<file path="src/rtl/audio_serializer_pkg.sv">
// Shared types and defaults for the audio serializer.
package serializer_pkg;

    typedef enum logic {IDLE, SHIFT} ser_state_t;

    localparam int DEFAULT_DATA_W = 16;

endpackage

</file>
<file path="src/rtl/audio_serializer_bit_period_counter.sv">
// Counts clocks within one serial bit; tick marks the last clock of the bit.
module bit_period_counter #(
    parameter int CLKS_PER_BIT = 1
) (
    input  logic clock,
    input  logic reset,
    input  logic clear,
    input  logic run,
    output logic tick
);

    // Keep at least one bit of counter so CLKS_PER_BIT=1 still elaborates.
    localparam int PW = (CLKS_PER_BIT > 1) ? $clog2(CLKS_PER_BIT) : 1;
    localparam logic [PW-1:0] LAST = PW'(CLKS_PER_BIT - 1);

    logic [PW-1:0] count;

    assign tick = run && (count == LAST);

    // Period counter: cleared while idle/loading, wraps at the end of each bit.
    always_ff @(posedge clock) begin
        if (reset) begin
            count <= '0;
        end else if (clear || tick) begin
            count <= '0;
        end else if (run) begin
            count <= count + PW'(1);
        end
    end

endmodule

</file>
<file path="src/rtl/audio_serializer.sv">
// Parallel-to-serial converter for the 1-bit audio output path.
// Default build shifts MSB-first; define SERIALIZER_LSB_FIRST_EN for LSB-first.
module audio_serializer
    import serializer_pkg::*;
#(
    parameter int DATA_W       = DEFAULT_DATA_W,
    parameter int CLKS_PER_BIT = 1,
    parameter int CNT_W        = $clog2(DATA_W)
) (
    input  logic              clock,
    input  logic              reset,
    input  logic              enable,
    input  logic [DATA_W-1:0] data_in,
    output logic              done,
    output logic              audio_data,
    output logic              audio_enable,
    output logic [CNT_W-1:0]  countero
);

`ifdef SERIALIZER_LSB_FIRST_EN
    localparam int FIRST_IDX = 0;
    localparam int NEXT_IDX  = 1;
`else
    localparam int FIRST_IDX = DATA_W - 1;
    localparam int NEXT_IDX  = DATA_W - 2;
`endif

    localparam logic [CNT_W-1:0] LAST_BIT = CNT_W'(DATA_W - 1);

    ser_state_t        state;
    logic [DATA_W-1:0] shreg;
    logic              tick;

    // Move the word one place so the next bit to send sits at NEXT_IDX.
    function automatic logic [DATA_W-1:0] shift_word(input logic [DATA_W-1:0] w);
`ifdef SERIALIZER_LSB_FIRST_EN
        return w >> 1;
`else
        return w << 1;
`endif
    endfunction

    bit_period_counter #(
        .CLKS_PER_BIT(CLKS_PER_BIT)
    ) u_period (
        .clock (clock),
        .reset (reset),
        .clear (state == IDLE),
        .run   (state == SHIFT),
        .tick  (tick)
    );

    // Serializer FSM: load, shift on bit ticks, reload or stop at word end, abort on enable low.
    always_ff @(posedge clock) begin
        if (reset) begin
            state        <= IDLE;
            shreg        <= '0;
            audio_data   <= 1'b0;
            audio_enable <= 1'b0;
            done         <= 1'b0;
            countero     <= '0;
        end else begin
            audio_enable <= enable;
            done         <= 1'b0;
            case (state)
                IDLE: begin
                    countero <= '0;
                    if (enable) begin
                        shreg      <= data_in;
                        audio_data <= data_in[FIRST_IDX];
                        state      <= SHIFT;
                    end else begin
                        audio_data <= 1'b0;
                    end
                end
                SHIFT: begin
                    // Word end takes priority so a stop on the last bit still reports done.
                    if (tick && countero == LAST_BIT) begin
                        done     <= 1'b1;
                        countero <= '0;
                        if (enable) begin
                            shreg      <= data_in;
                            audio_data <= data_in[FIRST_IDX];
                        end else begin
                            state      <= IDLE;
                            audio_data <= 1'b0;
                        end
                    end else if (!enable) begin
                        state      <= IDLE;
                        audio_data <= 1'b0;
                        countero   <= '0;
                    end else if (tick) begin
                        countero   <= countero + CNT_W'(1);
                        shreg      <= shift_word(shreg);
                        audio_data <= shreg[NEXT_IDX];
                    end
                end
                default: state <= IDLE;
            endcase
        end
    end

endmodule

</file>
<file path="config.mk">
export PLATFORM = sky130hd
export DESIGN_NAME = audio_serializer
export DESIGN_NICKNAME = d
export VERILOG_FILES = /design/src/rtl/audio_serializer_pkg.sv /design/src/rtl/audio_serializer_bit_period_counter.sv /design/src/rtl/audio_serializer.sv
export SDC_FILE = /design/constraint.sdc
export NUM_CORES = 1
export LEC_CHECK = 0
export BUFFER_PORTS_ARGS = -buffer_cell sky130_fd_sc_hd__buf_4
export CAP_MARGIN = 20
export CORE_MARGIN = 2
export CORE_UTILIZATION = 56
export CTS_CLUSTER_DIAMETER = 40
export DETAILED_ROUTE_END_ITERATION = 8
export PLACE_DENSITY = 0.9
export SLEW_MARGIN = 20
export SYNTH_ARGS = -nofsm -noshare
export SYNTH_HDL_FRONTEND = slang
export SYNTH_SLANG_ARGS = --single-unit
export TNS_END_PERCENT = 100
</file>
<file path="constraint.sdc">
create_clock -name clock -period 2.55 [get_ports clock]
set_clock_uncertainty 0.05 [all_clocks]
set_input_delay 0.1275 -clock clock [delete_from_list [all_inputs] [get_ports clock]]
set_output_delay 0.1275 -clock clock [all_outputs]
set_load 0.05 [all_outputs]
</file>
==> flow_metrics.env <==
export IMPL_die_x_um=50.0
export IMPL_ant_nets=0
export IMPL_initial_core_util_pct=59.9
export IMPL_syn_area_per_cell_um2=8.80
export IMPL_synth_cell_types=27
export IMPL_synth_edff_count=0
export IMPL_die_y_um=50.0
export IMPL_syn_num_nets=155
export IMPL_finalSetupTns_ns=0
export IMPL_drive_gt1_share_pct=20.1
export IMPL_crit_family="simple AND/OR/NAND/NOR gates"
export IMPL_final_cells=181
export IMPL_slowest_stage="nand2_1"
export IMPL_power_leakage_nw=0.562
export IMPL_io_buffer_count=25
export IMPL_path_buf_inv=0
export IMPL_worst_pin_slew_ns=0.551
export IMPL_grt_max_degree=21
export IMPL_synth_seq_area_share_pct=38.8
export IMPL_insertion_delay_ns=0.30
export IMPL_reg2regPathDepth=5
export IMPL_synth_largest_area_cell="dfxtp_1"
export IMPL_hold_depth=3
export IMPL_nFillCells=151
export IMPL_antenna_cells=0
export IMPL_outcome="finished, final reports clean"
export IMPL_cp_cell_sequence="ha_1 -> nand4b_1 -> nand2_1 -> mux2i_1 -> a21oi_1"
export IMPL_synth_cells=135
export IMPL_cp_end_kind="flip-flop"
export IMPL_vias=1060
export IMPL_cts_buffers=3
export IMPL_drt_first_pass_iters=4
export IMPL_reg2reg_from="countero[0]"
export IMPL_drc_errors=0
export IMPL_syn_to_final_growth_pct=16.0
export IMPL_cts_setup_buffers=0
export IMPL_setup_viol=0
export IMPL_r2r_end="audio_data"
export IMPL_worst_path_stages=5
export IMPL_clockPowerShare_pct=24.2
export IMPL_routabilityCongestion=0.844
export IMPL_p_comb_share_pct=17.8
export IMPL_relSlewSlack_pct=63.2
export IMPL_use_met2_pct=38.8
export IMPL_rsz0062_at_grt="no"
export IMPL_clock_sinks=23
export IMPL_ioPinCount=26
export IMPL_place_hpwl_mm=1.73
export IMPL_synthFlopType="dfxtp_1"
export IMPL_dp_cells=177
export IMPL_grt_pass1_wl_mm=4.49
export IMPL_die_area_mm2=0.00250
export IMPL_htreeDepth=1
export IMPL_synthTopCellsByArea="dfxtp_1 39%, mux2i_1 14%, o211ai_1 8.9%, a21oi_1 6.3%, o21ai_0 6.3%"
export IMPL_clk_pin_slew_ns=0.12
export IMPL_period_needed_ns=1.82
export IMPL_switching_share_pct=27.2
export IMPL_synth_most_common_cell="dfxtp_1"
export IMPL_grt_ovfl_total=0
export IMPL_max_stage_delay_ns=0.46
export IMPL_crit_path_start_kind="flip-flop"
export IMPL_tritoncts="built"
export IMPL_finalMaxSlewViolations=0
export IMPL_period_share_pct=71.5
export IMPL_cts_resized=0
export IMPL_gr_usage_met3_pct=4.24
export IMPL_synth_top_area_share_pct=38.8
export IMPL_drt_iter0_markers=19
export IMPL_yosysWarnings=0
export IMPL_synth_cell_area_mm2=0.00119
export IMPL_cp_max_fo=15
export IMPL_grt_use_total_pct=22.3
export IMPL_reg2reg_setup_slack_ns=0.73
export IMPL_use_met1_pct=28.6
export IMPL_nNetsFinal=175
export IMPL_maxCapViolCount=0
export IMPL_switchingPower_uw=188
export IMPL_wire_per_inst_um=13.9
export IMPL_routed_wl_mm=2.52
export IMPL_cp_required_ns=2.70
export IMPL_peakVddDrop_uv=327
export IMPL_powerDensity_mw_per_mm2=501
export IMPL_ys_seq_elements=23
export IMPL_grt_pass1_vias=1048
export IMPL_internal_power_uw=503
export IMPL_max_clock_freq_mhz=548
export IMPL_top_usage_layer="met2"
export IMPL_crit_type="flip-flop to flip-flop"
export IMPL_num_rows=16
export IMPL_cp_data_arrival_time_ns=1.98
export IMPL_synth_common_cells="23 x dfxtp_1, 18 x nand2_1, 17 x mux2i_1"
export IMPL_ctsRootBufferMaster="clkbuf_4"
export IMPL_core_mm2=0.00198
export IMPL_synthArstFlopShare_pct=0
export IMPL_hold_violations=0
export IMPL_min_to="audio_data"
export IMPL_antenna_found_initial=0
export IMPL_worstHoldStart="data_in[15]"
export IMPL_via_per_inst=5.86
export IMPL_postCtsHoldBufs=0
export IMPL_worstHoldPathType="input port to flip-flop"
export IMPL_clock_path_buffers=2
export IMPL_seq_power_share_pct=58.0
-- cells by family after synthesis --
logic type               Yosys count  synth area share [%]
AO/OA/AOI/OAI                     48                  25.8
XOR/XNOR                           1                 0.738
adder cells (fa/ha/maj)            1                  1.05
buffers and inverters             11                  5.16
flip-flops                        23                  38.8
multiplexers                      17                  14.3
other                              1                 0.316
AND/OR/NAND/NOR                   33                  13.8
-- flip-flops by register name, indices dropped and copies added (netlist names) --
name and cells:
done 1, countero 4, audio_enable 1, u_period.count 1, audio_data 1, shreg 15
-- worst reg2reg max path, cell delays in order, from the launching register on --
cell	delay [ns]
dfxtp_1	0.43
ha_1	0.28
nand4b_1	0.18
nand2_1	0.46
mux2i_1	0.25
a21oi_1	0.08
-- worst max path at each step --
| stage | start | end | slack [ns] |
|---|---|---|---|
| after floorplan | countero[0] | shreg[10] | 0.58 |
| after global placement | countero[0] | audio_data | 0.81 |
| after detailed placement | countero[0] | audio_data | 0.75 |
| after CTS | countero[0] | audio_data | 0.74 |
| after global routing | countero[0] | shreg[12] | 0.50 |
| final | countero[0] | audio_data | 0.73 |
-- power groups by stage --
stage | clock, mW | combinational [mW] | sequential (mW)
6_report | 0.167 | 0.123 | 0.400
5_1_grt | 0.183 | 0.137 | 0.404
4_1_cts | 0.169 | 0.123 | 0.399
3_5_place_dp | 0 | 0.123 | 0.407
3_3_place_gp | 0 | 0.119 | 0.407
2_1_floorplan | 0 | 0.0841 | 0.410
-- area by class of cell --
type                    instances  area [µm²]  area share (%)
repair buffers                 25         188            13.6
multi-input cells             101         666            48.3
well taps                      27        33.8            2.45
clock buffers                   4        26.3            1.91
flip-flops and latches         23         460            33.4
inverters                       1        3.75           0.272
-- stage by stage --
step / total power, mW / util (%) / area [µm²] / worst slack [ns] / hold slack [ns]
after global placement: 0.526 / 68.2 / 1350 / 0.809 / 0.374
final: 0.690 / 69.5 / 1380 / 0.726 / 0.0721
after global routing: 0.724 / 69.5 / 1380 / 0.498 / 0.0797
after detailed placement: 0.530 / 68.2 / 1350 / 0.753 / 0.399
after floorplan: 0.494 / - / 1190 / 0.575 / 0.165
after CTS: 0.691 / 69.5 / 1380 / 0.743 / 0.0722
-- cell usage in the layout, fill, tap and decap left out --
| cell | instances |
|---|---|
| a21oi_1 | 15 |
| nor3_1 | 2 |
| conb_1 | 1 |
| o21ai_0 | 15 |
| a311oi_1 | 1 |
| inv_2 | 1 |
| nor2b_1 | 1 |
| nand2b_4 | 1 |
| mux2i_1 | 17 |
| clkbuf_1 | 1 |
| buf_4 | 25 |
| o211ai_1 | 14 |
| nand2_1 | 18 |
| ha_1 | 1 |
| and3_1 | 3 |
| dfxtp_1 | 23 |
| a22oi_1 | 1 |
| nand2b_1 | 1 |
| nor2_1 | 2 |
| xnor2_1 | 1 |
| a41oi_1 | 1 |
| nand3_1 | 3 |
| nand4b_1 | 1 |
| clkbuf_4 | 3 |
| and4b_1 | 1 |
| a311oi_4 | 1 |
-- layer usage --
layer | part of all wire, % | routed length (µm)
met1 | 45 | 1130
met4 | 0.32 | 8
met5 | 0 | 0
met2 | 50 | 1270
met3 | 4.2 | 106
No activity file was read; power rests on OpenSTA's default activity.
